## config.mk

```make
export PLATFORM = sky130hd
export DESIGN_NAME = prog_loader
export DESIGN_NICKNAME = d
export VERILOG_FILES = /design/src/rtl/luna_pkg.sv /design/src/rtl/loader_timer.sv /design/src/rtl/prog_loader.sv
export SDC_FILE = /design/constraint.sdc
export NUM_CORES = 1
export LEC_CHECK = 0
export ABC_AREA = 1
export ABC_CLOCK_PERIOD_IN_PS = 2600
export CORE_MARGIN = 2
export CORE_UTILIZATION = 35
export CTS_BUF_LIST = sky130_fd_sc_hd__clkbuf_16
export CTS_CLUSTER_DIAMETER = 50
export CTS_CLUSTER_SIZE = 30
export DETAILED_ROUTE_END_ITERATION = 16
export PLACE_DENSITY_LB_ADDON = 0.12
export SLEW_MARGIN = 15
export SYNTH_ARGS = -nofsm -noshare
export SYNTH_HDL_FRONTEND = slang
export SYNTH_SLANG_ARGS = --single-unit
export TNS_END_PERCENT = 30
```

## constraint.sdc

```tcl
create_clock -name clk -period 2.6 [get_ports clk]
set_clock_uncertainty 0.2 [all_clocks]
set_input_delay 0.26 -clock clk [delete_from_list [all_inputs] [get_ports clk]]
set_output_delay 0.26 -clock clk [all_outputs]
set_load 0.02 [all_outputs]
```

## src/rtl/luna_pkg.sv

```systemverilog
// Shared types and constants for the boot-time program loader.
// Holds the loader state encoding, frame sync byte and default ROM address width.
package luna_pkg;

  localparam int unsigned DEF_ADDR_W = 15;
  localparam logic [7:0]  SYNC_BYTE  = 8'hA5;

  typedef enum logic [2:0] {
    StIdle,
    StCntHi,
    StCntLo,
    StDataHi,
    StDataLo,
    StCheck,
    StDone,
    StErr
  } loader_state_e;

  // States in which an inter-byte stall is bounded by the idle timer.
  function automatic logic is_frame_state(loader_state_e s);
    return s inside {StCntHi, StCntLo, StDataHi, StDataLo, StCheck};
  endfunction

endpackage

```

## src/rtl/loader_timer.sv

```systemverilog
// Idle-cycle counter for the loader: counts cycles without a byte transfer while
// enabled and flags expiry on the cycle the count would reach TIMEOUT.
module loader_timer #(
  parameter int unsigned TIMEOUT = 65535
) (
  input  logic clk,
  input  logic rst_n,
  input  logic enable,
  input  logic clear,
  output logic expire
);

  localparam int unsigned    CntW  = (TIMEOUT > 1) ? $clog2(TIMEOUT) : 1;
  localparam logic [CntW-1:0] Limit = CntW'(TIMEOUT - 1);

  logic [CntW-1:0] cnt_q, cnt_d;

  // A transfer in the limit cycle wins, so clear masks expiry.
  assign expire = enable && !clear && (cnt_q == Limit);

  always_comb begin
    cnt_d = cnt_q;
    if (clear || !enable || expire) begin
      cnt_d = '0;
    end else begin
      cnt_d = cnt_q + CntW'(1);
    end
  end

  always_ff @(posedge clk or negedge rst_n) begin
    if (!rst_n) begin
      cnt_q <= '0;
    end else begin
      cnt_q <= cnt_d;
    end
  end

endmodule

```

## src/rtl/prog_loader.sv

```systemverilog
// Boot-time program loader: parses SYNC/count/data/checksum frames, writes 16-bit
// words to the instruction ROM and releases the CPU reset only after a good checksum.
module prog_loader
  import luna_pkg::*;
#(
  parameter int unsigned ADDR_W  = DEF_ADDR_W,
  parameter int unsigned TIMEOUT = 65535
) (
  input  logic              clk,
  input  logic              rst_n,
  input  logic [7:0]        rx_data,
  input  logic              rx_valid,
  output logic              rx_ready,
  output logic              rom_we,
  output logic [ADDR_W-1:0] rom_addr,
  output logic [15:0]       rom_wdata,
  output logic              cpu_rst,
  output logic              done,
  output logic              err
);

  localparam int unsigned MaxWords = 32'd1 << ADDR_W;

  loader_state_e state_q, state_d;

  logic [7:0]        sum_q;
  logic [7:0]        cnt_hi_q;
  logic [15:0]       n_q;
  logic [ADDR_W:0]   word_cnt_q;
  logic [ADDR_W-1:0] addr_q;
  logic [7:0]        hi_q;

  logic              rx_ready_q, rx_ready_d;
  logic              rom_we_q, rom_we_d;
  logic [ADDR_W-1:0] rom_addr_q, rom_addr_d;
  logic [15:0]       rom_wdata_q, rom_wdata_d;
  logic              cpu_rst_q, cpu_rst_d;
  logic              done_q, done_d;
  logic              err_q, err_d;

  logic        xfer;
  logic        sync_ok;
  logic        expire;
  logic [15:0] n_next;
  logic        last_word;

  assign xfer      = rx_valid & rx_ready_q;
  assign sync_ok   = xfer && (state_q == StIdle || state_q == StDone) && (rx_data == SYNC_BYTE);
  assign n_next    = {cnt_hi_q, rx_data};
  assign last_word = (32'(word_cnt_q) + 32'd1) == 32'(n_q);

  loader_timer #(
    .TIMEOUT (TIMEOUT)
  ) u_timer (
    .clk    (clk),
    .rst_n  (rst_n),
    .enable (is_frame_state(state_q)),
    .clear  (xfer),
    .expire (expire)
  );

  // State register
  always_ff @(posedge clk or negedge rst_n) begin
    if (!rst_n) begin
      state_q <= StIdle;
    end else begin
      state_q <= state_d;
    end
  end

  // Next-state logic
  always_comb begin
    state_d = state_q;
    unique case (state_q)
      StIdle, StDone: if (sync_ok) state_d = StCntHi;
      StCntHi:        if (xfer) state_d = StCntLo;
      StCntLo: begin
        if (xfer) begin
          if (32'(n_next) > MaxWords) begin
            state_d = StErr;
          end else if (n_next == 16'd0) begin
            state_d = StCheck;
          end else begin
            state_d = StDataHi;
          end
        end
      end
      StDataHi:       if (xfer) state_d = StDataLo;
      StDataLo:       if (xfer) state_d = last_word ? StCheck : StDataHi;
      StCheck:        if (xfer) state_d = (rx_data == sum_q) ? StDone : StErr;
      StErr:          state_d = StIdle;
      default:        state_d = StIdle;
    endcase
    if (expire) begin
      state_d = StErr;
    end
  end

  // Registered-output next values
  always_comb begin
    rx_ready_d  = 1'b1;
    rom_we_d    = 1'b0;
    rom_addr_d  = rom_addr_q;
    rom_wdata_d = rom_wdata_q;
    cpu_rst_d   = cpu_rst_q;
    done_d      = done_q;
    err_d       = err_q;
    if (xfer && state_q == StDataLo) begin
      rom_we_d    = 1'b1;
      rom_addr_d  = addr_q;
      rom_wdata_d = {hi_q, rx_data};
    end
    if (sync_ok) begin
      cpu_rst_d = 1'b1;
      done_d    = 1'b0;
      err_d     = 1'b0;
    end
    if (state_q == StCheck && state_d == StDone) begin
      cpu_rst_d = 1'b0;
      done_d    = 1'b1;
      err_d     = 1'b0;
    end
    if (state_d == StErr) begin
      cpu_rst_d = 1'b1;
      done_d    = 1'b0;
      err_d     = 1'b1;
    end
  end

  always_ff @(posedge clk or negedge rst_n) begin
    if (!rst_n) begin
      rx_ready_q  <= 1'b0;
      rom_we_q    <= 1'b0;
      rom_addr_q  <= '0;
      rom_wdata_q <= '0;
      cpu_rst_q   <= 1'b1;
      done_q      <= 1'b0;
      err_q       <= 1'b0;
    end else begin
      rx_ready_q  <= rx_ready_d;
      rom_we_q    <= rom_we_d;
      rom_addr_q  <= rom_addr_d;
      rom_wdata_q <= rom_wdata_d;
      cpu_rst_q   <= cpu_rst_d;
      done_q      <= done_d;
      err_q       <= err_d;
    end
  end

  // Checksum, count and word assembly; the ROM is written ahead of verification.
  always_ff @(posedge clk or negedge rst_n) begin
    if (!rst_n) begin
      sum_q      <= '0;
      cnt_hi_q   <= '0;
      n_q        <= '0;
      word_cnt_q <= '0;
      addr_q     <= '0;
      hi_q       <= '0;
    end else if (xfer) begin
      unique case (state_q)
        StIdle, StDone: begin
          if (rx_data == SYNC_BYTE) begin
            sum_q      <= '0;
            word_cnt_q <= '0;
            addr_q     <= '0;
          end
        end
        StCntHi: begin
          cnt_hi_q <= rx_data;
          sum_q    <= sum_q + rx_data;
        end
        StCntLo: begin
          n_q   <= n_next;
          sum_q <= sum_q + rx_data;
        end
        StDataHi: begin
          hi_q  <= rx_data;
          sum_q <= sum_q + rx_data;
        end
        StDataLo: begin
          sum_q      <= sum_q + rx_data;
          addr_q     <= addr_q + ADDR_W'(1);
          word_cnt_q <= word_cnt_q + (ADDR_W + 1)'(1);
        end
        default: ;
      endcase
    end
  end

  assign rx_ready  = rx_ready_q;
  assign rom_we    = rom_we_q;
  assign rom_addr  = rom_addr_q;
  assign rom_wdata = rom_wdata_q;
  assign cpu_rst   = cpu_rst_q;
  assign done      = done_q;
  assign err       = err_q;

endmodule

```

# Word level (Yosys, flattened, before mapping)
# Index checks and enable logic that the tools add are counted.
[totals]
in_bits = 11
out_inout_bits = 36
ff_bits = 126
word_cells = 88
[classes]
reduce_logical = 24
order_cmp = 1
n_eq_ne = 14
add_sub_neg = 5
bitwise = 1
muxes = 28
[ops]
columns = ["op", "n"]
rows = [
  ["$add A16 B1 Y16 const B", 2],
  ["$mux W16", 2],
  ["$pmux W16 S2", 1],
  ["$mux W3", 10],
  ["$pmux W15 S2", 1],
  ["$pmux W3 S7", 1],
  ["$eq A3 B3 Y1 const B", 6],
  ["$add A16 B1 Y17 const B", 1],
  ["$eq A17 B16 Y1", 1],
  ["$eq A16 B16 Y1 const B", 1],
  ["$gt A16 B16 Y1 const B", 1],
  ["$logic_not A16 Y1", 1],
  ["$pmux W8 S2", 1],
  ["$add A15 B1 Y15 const B", 1],
  ["$mux W15", 1],
  ["$mux W1", 10],
  ["$add A8 B8 Y8", 1],
  ["$eq A8 B8 Y1", 1],
  ["$eq A8 B8 Y1 const B", 1],
  ["$mux W8", 1],
  ["$eq A3 B2 Y1 const B", 2],
  ["$logic_and A1 B1 Y1", 6],
  ["$reduce_and A2 Y1", 3],
  ["$reduce_and A3 Y1", 2],
  ["other kinds (11)", 15],
]

# Longest topological paths before layout
# Gate-level depths: netlist of the first run.
[logic_depth]
ltp_word = 11
depth_mapped = 20

# Modules after synthesis
# A second synthesis of the first run with hierarchy kept.
[unflattened]
cells_unflattened = 796
area_unflattened_um2 = 6361.1
[modules_own_cells]
columns = ["module", "area_each_um2", "n_inst", "cells_each"]
rows = [
  ["prog_loader", 5466.5, 1, 682],
  ["loader_timer", 894.6, 1, 114],
]

# Least setup slack after synthesis of the first run
# OpenSTA, ideal clock, no wires.
[synth_timing]
kind = "reg2reg"
start = "register word_cnt_q[0]"
end = "register cpu_rst_q, in the netlist cpu_rst"
path_stages_with_launch = 21
t_required_ns = 2.324
t_arrival_ns = 1.881
slack_ns = 0.443
setup_ns = 0.076
path_cell_list = "dfrtp_1 > ha_1 > nand2_1 > nor2_2 > nand2_1 > nand2_1 > nand2_1 > nand2_1 > nand2_1 > nor2_1 > nand3_1 > nor2_1 > nand2_1 > nand2_1 > nand3_2 > nand2_1 > inv_1 > nand2_2 > nand2_1 > nand2_1 > nand2_1"
[synth_via]
elab_chain_cells = 10
word_cells_on_any_way = 12
classes_between = "add/sub (1); eq/ne (3); mux (6); reduce/logical (2)"
[synth_lines]
columns = ["item", "line_no", "rtl"]
rows = [
  ["start, declared", "prog_loader.sv:29", "logic [ADDR_W:0] word_cnt_q;"],
  ["start signal, assigned", "prog_loader.sv:183", "word_cnt_q <= word_cnt_q + (ADDR_W + 1)'(1);"],
  ["$add A16 B1 Y17 (*)", "prog_loader.sv:50", "assign last_word = (32'(word_cnt_q) + 32'd1) == 32'(n_q);"],
  ["$eq A17 B16 Y1 (*)", "prog_loader.sv:50", ""],
  ["$mux W3 (*) (2 in a row)", "prog_loader.sv:89", "StDataLo: if (xfer) state_d = last_word ? StCheck : StDataHi;"],
  ["$pmux W3 S7 (*)", "prog_loader.sv:74", "unique case (state_q)"],
  ["$mux W3 (*)", "prog_loader.sv:94", "if (expire) begin"],
  ["via state_d[1]", "prog_loader.sv:24", "loader_state_e state_q, state_d;"],
  ["$eq A3 B3 Y1", "prog_loader.sv:118", "if (state_q == StCheck && state_d == StDone) begin"],
  ["$logic_and A1 B1 Y1", "prog_loader.sv:118", ""],
  ["$mux W1", "prog_loader.sv:118", ""],
  ["$mux W1", "prog_loader.sv:123", "if (state_d == StErr) begin"],
  ["end signal, assigned", "prog_loader.sv:144", "cpu_rst_q <= cpu_rst_d;"],
  ["end, declared", "prog_loader.sv:37", "logic cpu_rst_q, cpu_rst_d;"],
]
# The timed path passes the listed nets; every way through them passes the cells marked *.
# A chain may end at the register's enable or synchronous reset.

# Worst setup path in the final report of the first run
[layout_timing]
start = "register word_cnt_q[3]"
end = "register cpu_rst_q, in the netlist cpu_rst"
# The elaborated chain is that of the path after synthesis.

==> metrics, run 1 <==
status=complete, no violations; Synth Cell Area=between 0.006 and 0.007 mm^2; r2r setup slk=0.20 ns; Required @ worst endpoint=approximately 2.8 ns; Max FO, Critical Path=6; most common cell after layout, fill and taps aside=nand2_1; fillers=~1.8k; Final ANT Viol Nets=0; Seq/Total Area, Yosys=50.0%; CTS tree=yes; WS Path Type=flip-flop to flip-flop; PortBufs=46; vias in the first global route=~5.4k; initial antenna violation count=1; Setup TNS=0 ns; final-report setup violation count=0; critical path's top delay family=simple AND/OR/NAND/NOR gates; max-cap violations=0; GR Util All Layers=between 10% and 20%; first-pass GRT wire length=roughly 27000 um; floorplan core area=0.0178 mm^2; crit share post-route=92.5%; Mapped Nets=between 800 and 900; worst skew pair latency=around 0.42 ns; Yosys reg bits=about 130; Non-Filler Instances=1106; Pwr Density=approximately 1100 mW/mm^2; DR vias=roughly 5.4k; Routed Wire Length=about 16000 um; FP Rows=between 40 and 50; Ys Warns=0; Starting Density=35.4%; CTS clock-pin slew for the worst setup and hold paths=around 0.060 ns; Post-route DRC=0; CP startpoint=word_cnt_q[3]; Max IR drop VDD=0.523 mV; largest cells by area after synthesis=dfrtp_1 50%, nand2_1 13%, inv_1 5.8%; Pleak=roughly 3.9 nW; gr ovfl total=0; share of cells above drive strength 1=a little under an eighth; Reg-to-Reg Start=word_cnt_q[3]; Die Y=between 100 and 150 um; die width=roughly 140 um; Syn Inst Count=between 700 and 800; Synth area leader=dfrtp_1; CP Cell Sequence=nand2_2 > inv_1 > nand2_1 > nor2_1 > nand2_1 > nand3b_1 > nand2_1 > inv_1 > nand3_1 > nor2_1 > nand2_1 > nand2_1 > nand3_2 > nand2_1 > inv_1 > nand2_2 > nand2_1 > nand2_1 > nand2_1; Place WS=-0.0408 ns; cell total after placement=1072; critical path startpoint category=flip-flop; WP data arrival=roughly 2.6 ns; gp weighted congestion=roughly 1; Synth cell types=between 40 and 50; most used cell along the critical path=nand2_1; Area Growth Syn to Fin=27.2%; Tmin final=around 2.4 ns; H-tree level count=4; total power=between 9 and 10 mW; Crit-path slowest cell=dfrtp_1; Tightest Pin Transition=approximately 0.54 ns; # nets final=888; Hold Path Class=primary input to asynchronous set/reset pin; f_max=a little over 400 MHz; Via density=just under 5; Slew Viols, Final=0; DR pass1 iterations=5; endpoints failing hold=0; clock sinks=between 100 and 150; area of the die=0.0191 mm^2; Synth top area share=49.6%; CTS max path bufs=2; CTS Buf Count=17; Inserted Diodes=0; largest net degree at the start of global routing=50; Worst Path Buf+Inv=3; CP peak stage delay=roughly 0.47 ns; io pins=47; Avg Inst Size Synth=between 8 and 9 um^2; Max transition margin=between 60 and 70%; First DRT Iteration DRCs=just under 300; most frequent cells in the layout=210 x nand2_1, 125 x dfrtp_1, 98 x inv_1, 70 x o21ai_0, 57 x nor2_1; CP Capture Type=flip-flop; RSZ-0062 raised after global routing=true; root buffer cell=clkbuf_16; HPWL after detailed placement=around 12000 um; fin worst setup slack=around 0.20 ns; wire per inst=14.2 um
-- worst register-to-register path, stage by stage, from the launching register on --
cell	delay, ns
dfrtp_1	0.47
nand2_2	0.16
inv_1	0.11
nand2_1	0.05
nor2_1	0.23
nand2_1	0.13
nand3b_1	0.10
nand2_1	0.05
inv_1	0.04
nand3_1	0.08
nor2_1	0.10
nand2_1	0.10
nand2_1	0.09
nand3_2	0.07
nand2_1	0.07
inv_1	0.04
nand2_2	0.09
nand2_1	0.06
nand2_1	0.05
nand2_1	0.05
-- flip-flops by register name, summed over array words and instances (netlist names) --
| register | flops |
|---|---|
| word_cnt_q | 16 |
| cnt_hi_q | 8 |
| rx_ready | 1 |
| rom_we | 1 |
| cpu_rst | 1 |
| done | 1 |
| sum_q | 8 |
| rom_wdata | 16 |
| hi_q | 8 |
| n_q | 16 |
| u_timer.cnt_q | 16 |
| rom_addr | 15 |
| addr_q | 15 |
| state_q | 3 |
| err | 1 |
-- power breakdown --
group          total [mW]  internal [mW]  switching (mW)
Combinational        3.27           1.34            1.93
Sequential           3.29           2.70           0.599
Clock                2.64           1.78           0.869
-- routing by layer --
layer	global-route usage [%]	wire length, um
met1	22.4	7380
met2	28.3	7500
met3	3.78	575
met4	5.80	252
met5	0	0
-- area by class of cell --
| cell class | count | area [um^2] | area share (%) |
|---|---|---|---|
| flip-flops and latches | 126 | 3150 | 39.3 |
| multi-input cells | 536 | 2760 | 34.5 |
| repair buffers | 83 | 788 | 9.83 |
| clock buffers | 17 | 425 | 5.30 |
| inverters | 101 | 379 | 4.73 |
| well taps | 229 | 287 | 3.57 |
| clock inverters | 14 | 224 | 2.79 |
-- final timing paths --
| kind | end | cells after the start |
|---|---|---|
| worst max-delay path | cpu_rst | 19 |
| worst max register to register | cpu_rst | 19 |
| worst min-delay path | n_q[6] | 2 |
| worst min register to register | rom_wdata[9] | 2 |
| max in group asynchronous | cpu_rst | 3 |
| min in group clk | rom_wdata[9] | 2 |
-- through the flow --
| step | util (%) | hold slack, ns | cell area, um^2 |
|---|---|---|---|
| CTS | 44.6 | 0.182 | 7950 |
| global route | 45.0 | 0.223 | 8020 |
| detailed placement | 40.9 | 0.0876 | 7290 |
| floorplan | - | -0.236 | 6310 |
| global placement | 40.9 | 0.0838 | 7290 |
| finish | 45.0 | 0.162 | 8020 |
-- what timing repair did --
action / CTS / global route
endpoints found under the setup margin: 0 / 4
buffers inserted: 0 / 2
hold buffers: 1 / 0
resized for setup: 0 / 12
hold endpoints to repair: 37 / 0
-- Yosys cell counts, drive strengths merged --
cell type,instances
o21ai,74
a211oi,4
dfrtp,125
o211ai,1
and3,1
o22ai,17
a22o,1
xor2,8
nand2,214
mux2,4
nand3b,7
inv,101
nor3,15
conb,1
xnor3,1
o21a,3
dfstp,1
nor2,69
a31oi,1
a32oi,1
nand4,14
or2,2
ha,11
nor4,10
xnor2,4
buf,2
fa,1
nand3,45
nor3b,5
clkbuf,15
a21oi,22
-- kinds of logic after synthesis --
| logic type | count (synthesis) | synth area share, % |
|---|---|---|
| compound gates | 124 | 10.7 |
| xor+xnor | 13 | 2.02 |
| fa+ha+maj | 12 | 2.50 |
| buf+inv | 118 | 7.08 |
| flops | 126 | 50.0 |
| mux | 4 | 0.714 |
| other cells | 1 | 0.0594 |
| simple gates | 382 | 26.9 |
Power figures use the tool's default switching activity.
==> run 2: changes to the inputs <==
- SLEW_MARGIN: 15 -> 0
==> results of run 2 <==
The final DEF is identical to that of run 1; final timing and power are the same.
==> run 3: changes to the inputs <==
- CELL_PAD_IN_SITES_DETAIL_PLACEMENT: not set -> 1
- CELL_PAD_IN_SITES_GLOBAL_PLACEMENT: not set -> 2
- PLACE_DENSITY: not set -> 0.84
- PLACE_DENSITY_LB_ADDON: 0.12 -> not set
==> metrics, run 3 (same netlist as run 1, synthesis figures left out) <==
Crit-path slowest cell=dfrtp_1; Post-route DRC=0; PortBufs=46; Final ANT Viol Nets=0; RSZ-0062 raised after global routing=true; First DRT Iteration DRCs=280; Tmin final=around 2.4 ns; final hold slack=0.257 ns; Hold Path Class=primary input to asynchronous set/reset pin; fillers=2118; f_max=between 400 and 500 MHz; Tightest Pin Transition=about 0.71 ns; WP data arrival=about 2.6 ns; CP Capture Type=flip-flop; CP peak stage delay=0.35 ns; Via density=4.99; die width=approximately 140 um; CP startpoint=word_cnt_q[0]; Reg-to-Reg Start=word_cnt_q[0]; most frequent cells in the layout=209 x nand2_1, 124 x dfrtp_1, 98 x inv_1, 70 x o21ai_0, 57 x nor2_1; area of the die=0.0191 mm^2; final-report setup violation count=0; Non-Filler Instances=about 1.1k; share of cells above drive strength 1=11.5%; Routed Wire Length=approximately 17000 um; Max IR drop VDD=about 0.54 mV; DR vias=around 5.5k; Pleak=a little under 4 nW; io pins=47; endpoints failing hold=0; DR pass1 iterations=4; Inserted Diodes=0; cell total after placement=1071; critical path startpoint category=flip-flop; CP Cell Sequence=buf_4 > nand3_1 > nor2_1 > nand2_1 > nand3b_1 > nand2_1 > inv_1 > nand3_1 > nor2_1 > nand2_1 > nand2_1 > nand3_2 > nand2_1 > inv_1 > nand2_2 > nand2_1 > nand2_1 > nand2_1; first-pass GRT wire length=between 20000 and 30000 um; Slew Viols, Final=0; Pwr Density=about 1100 mW/mm^2; crit share post-route=a little over nine tenths; gr ovfl total=0; wire per inst=about 16 um; CTS max path bufs=2; worst skew pair latency=roughly 0.43 ns; root buffer cell=clkbuf_16; most used cell along the critical path=nand2_1; CTS clock-pin slew for the worst setup and hold paths=0.06 ns; WS Path Type=flip-flop to flip-flop; Starting Density=between 30 and 40%; Max transition margin=between 50% and 60%; GR Util All Layers=between 10% and 20%; H-tree level count=4; CTS Buf Count=17; largest net degree at the start of global routing=around 130; HPWL after detailed placement=12700 um; floorplan core area=0.0178 mm^2; FP Rows=49; # nets final=slightly below 900; initial antenna violation count=1; final core utilization=around 44%; gp weighted congestion=between 0.9 and 1; CTS tree=yes; Die Y=between 100 and 150 um; Max FO, Critical Path=5; vias in the first global route=just under 6k; most common cell after layout, fill and taps aside=nand2_1; Area Growth Syn to Fin=25.5%; status=complete, no violations; max-cap violations=0; clock sinks=around 130; Required @ worst endpoint=around 2.8 ns
## run 3: area by class of cell
type                    instances  area [um^2]  share of cell area (%)
clock buffers                  17          425                    5.37
clock inverters                15          171                    2.17
inverters                     101          379                    4.79
multi-input cells             536         2730                    34.5
flip-flops and latches        126         3160                    39.9
well taps                     229          287                    3.62
repair buffers                 82          768                    9.70
## run 3: timing repair
action                                 CTS  global route
buffers inserted                         0             2
hold buffers                             1             0
resized for setup                        0             8
endpoints found under the hold margin  125             0
setup endpoints to repair                0             6
## run 3: per-stage QoR
stage	TNS (ns)	cell area [um^2]	total power [mW]	setup WS, ns
3_3_place_gp	-0.0164	7270	6.43	-0.0164
6_report	0	7920	9.04	0.151
5_1_grt	-0.147	7920	9.74	-0.0771
4_1_cts	0	7880	9.09	0.0183
3_5_place_dp	-0.319	7270	6.62	-0.223
2_1_floorplan	0	6310	5.37	0.443
## run 3: metal layers
| metal | track usage (%) | share of wire (%) | wire [um] |
|---|---|---|---|
| met1 | 23.7 | 46 | 7830 |
| met3 | 3.74 | 3.2 | 556 |
| met2 | 32.5 | 50 | 8550 |
| met5 | 0 | 0 | 0 |
| met4 | 6.18 | 1.5 | 257 |
## run 3: critical path: cells and delay by family (launching register included)
family	cells	cell delay, ns
flip-flops	1	0.35
AND/OR/NAND/NOR	15	1.56
buffers and inverters	3	0.25
## run 3: worst paths after layout
check	slack, ns	to	depth (start not counted)
max	0.15	cpu_rst	18
min	0.26	word_cnt_q[13]	3
max reg2reg	0.15	cpu_rst	18
min reg2reg	0.27	rom_wdata[9]	2
max in group asynchronous	1.37	state_q[0]	3
min in group clk	0.27	rom_wdata[9]	2
## run 3: power breakdown
part / total, mW / leakage (nW) / switching, mW / internal (mW)
sequential: 3.30 / 1.55 / 0.601 / 2.70
clock: 2.41 / 0.282 / 0.916 / 1.50
combinational: 3.32 / 2.05 / 1.99 / 1.34
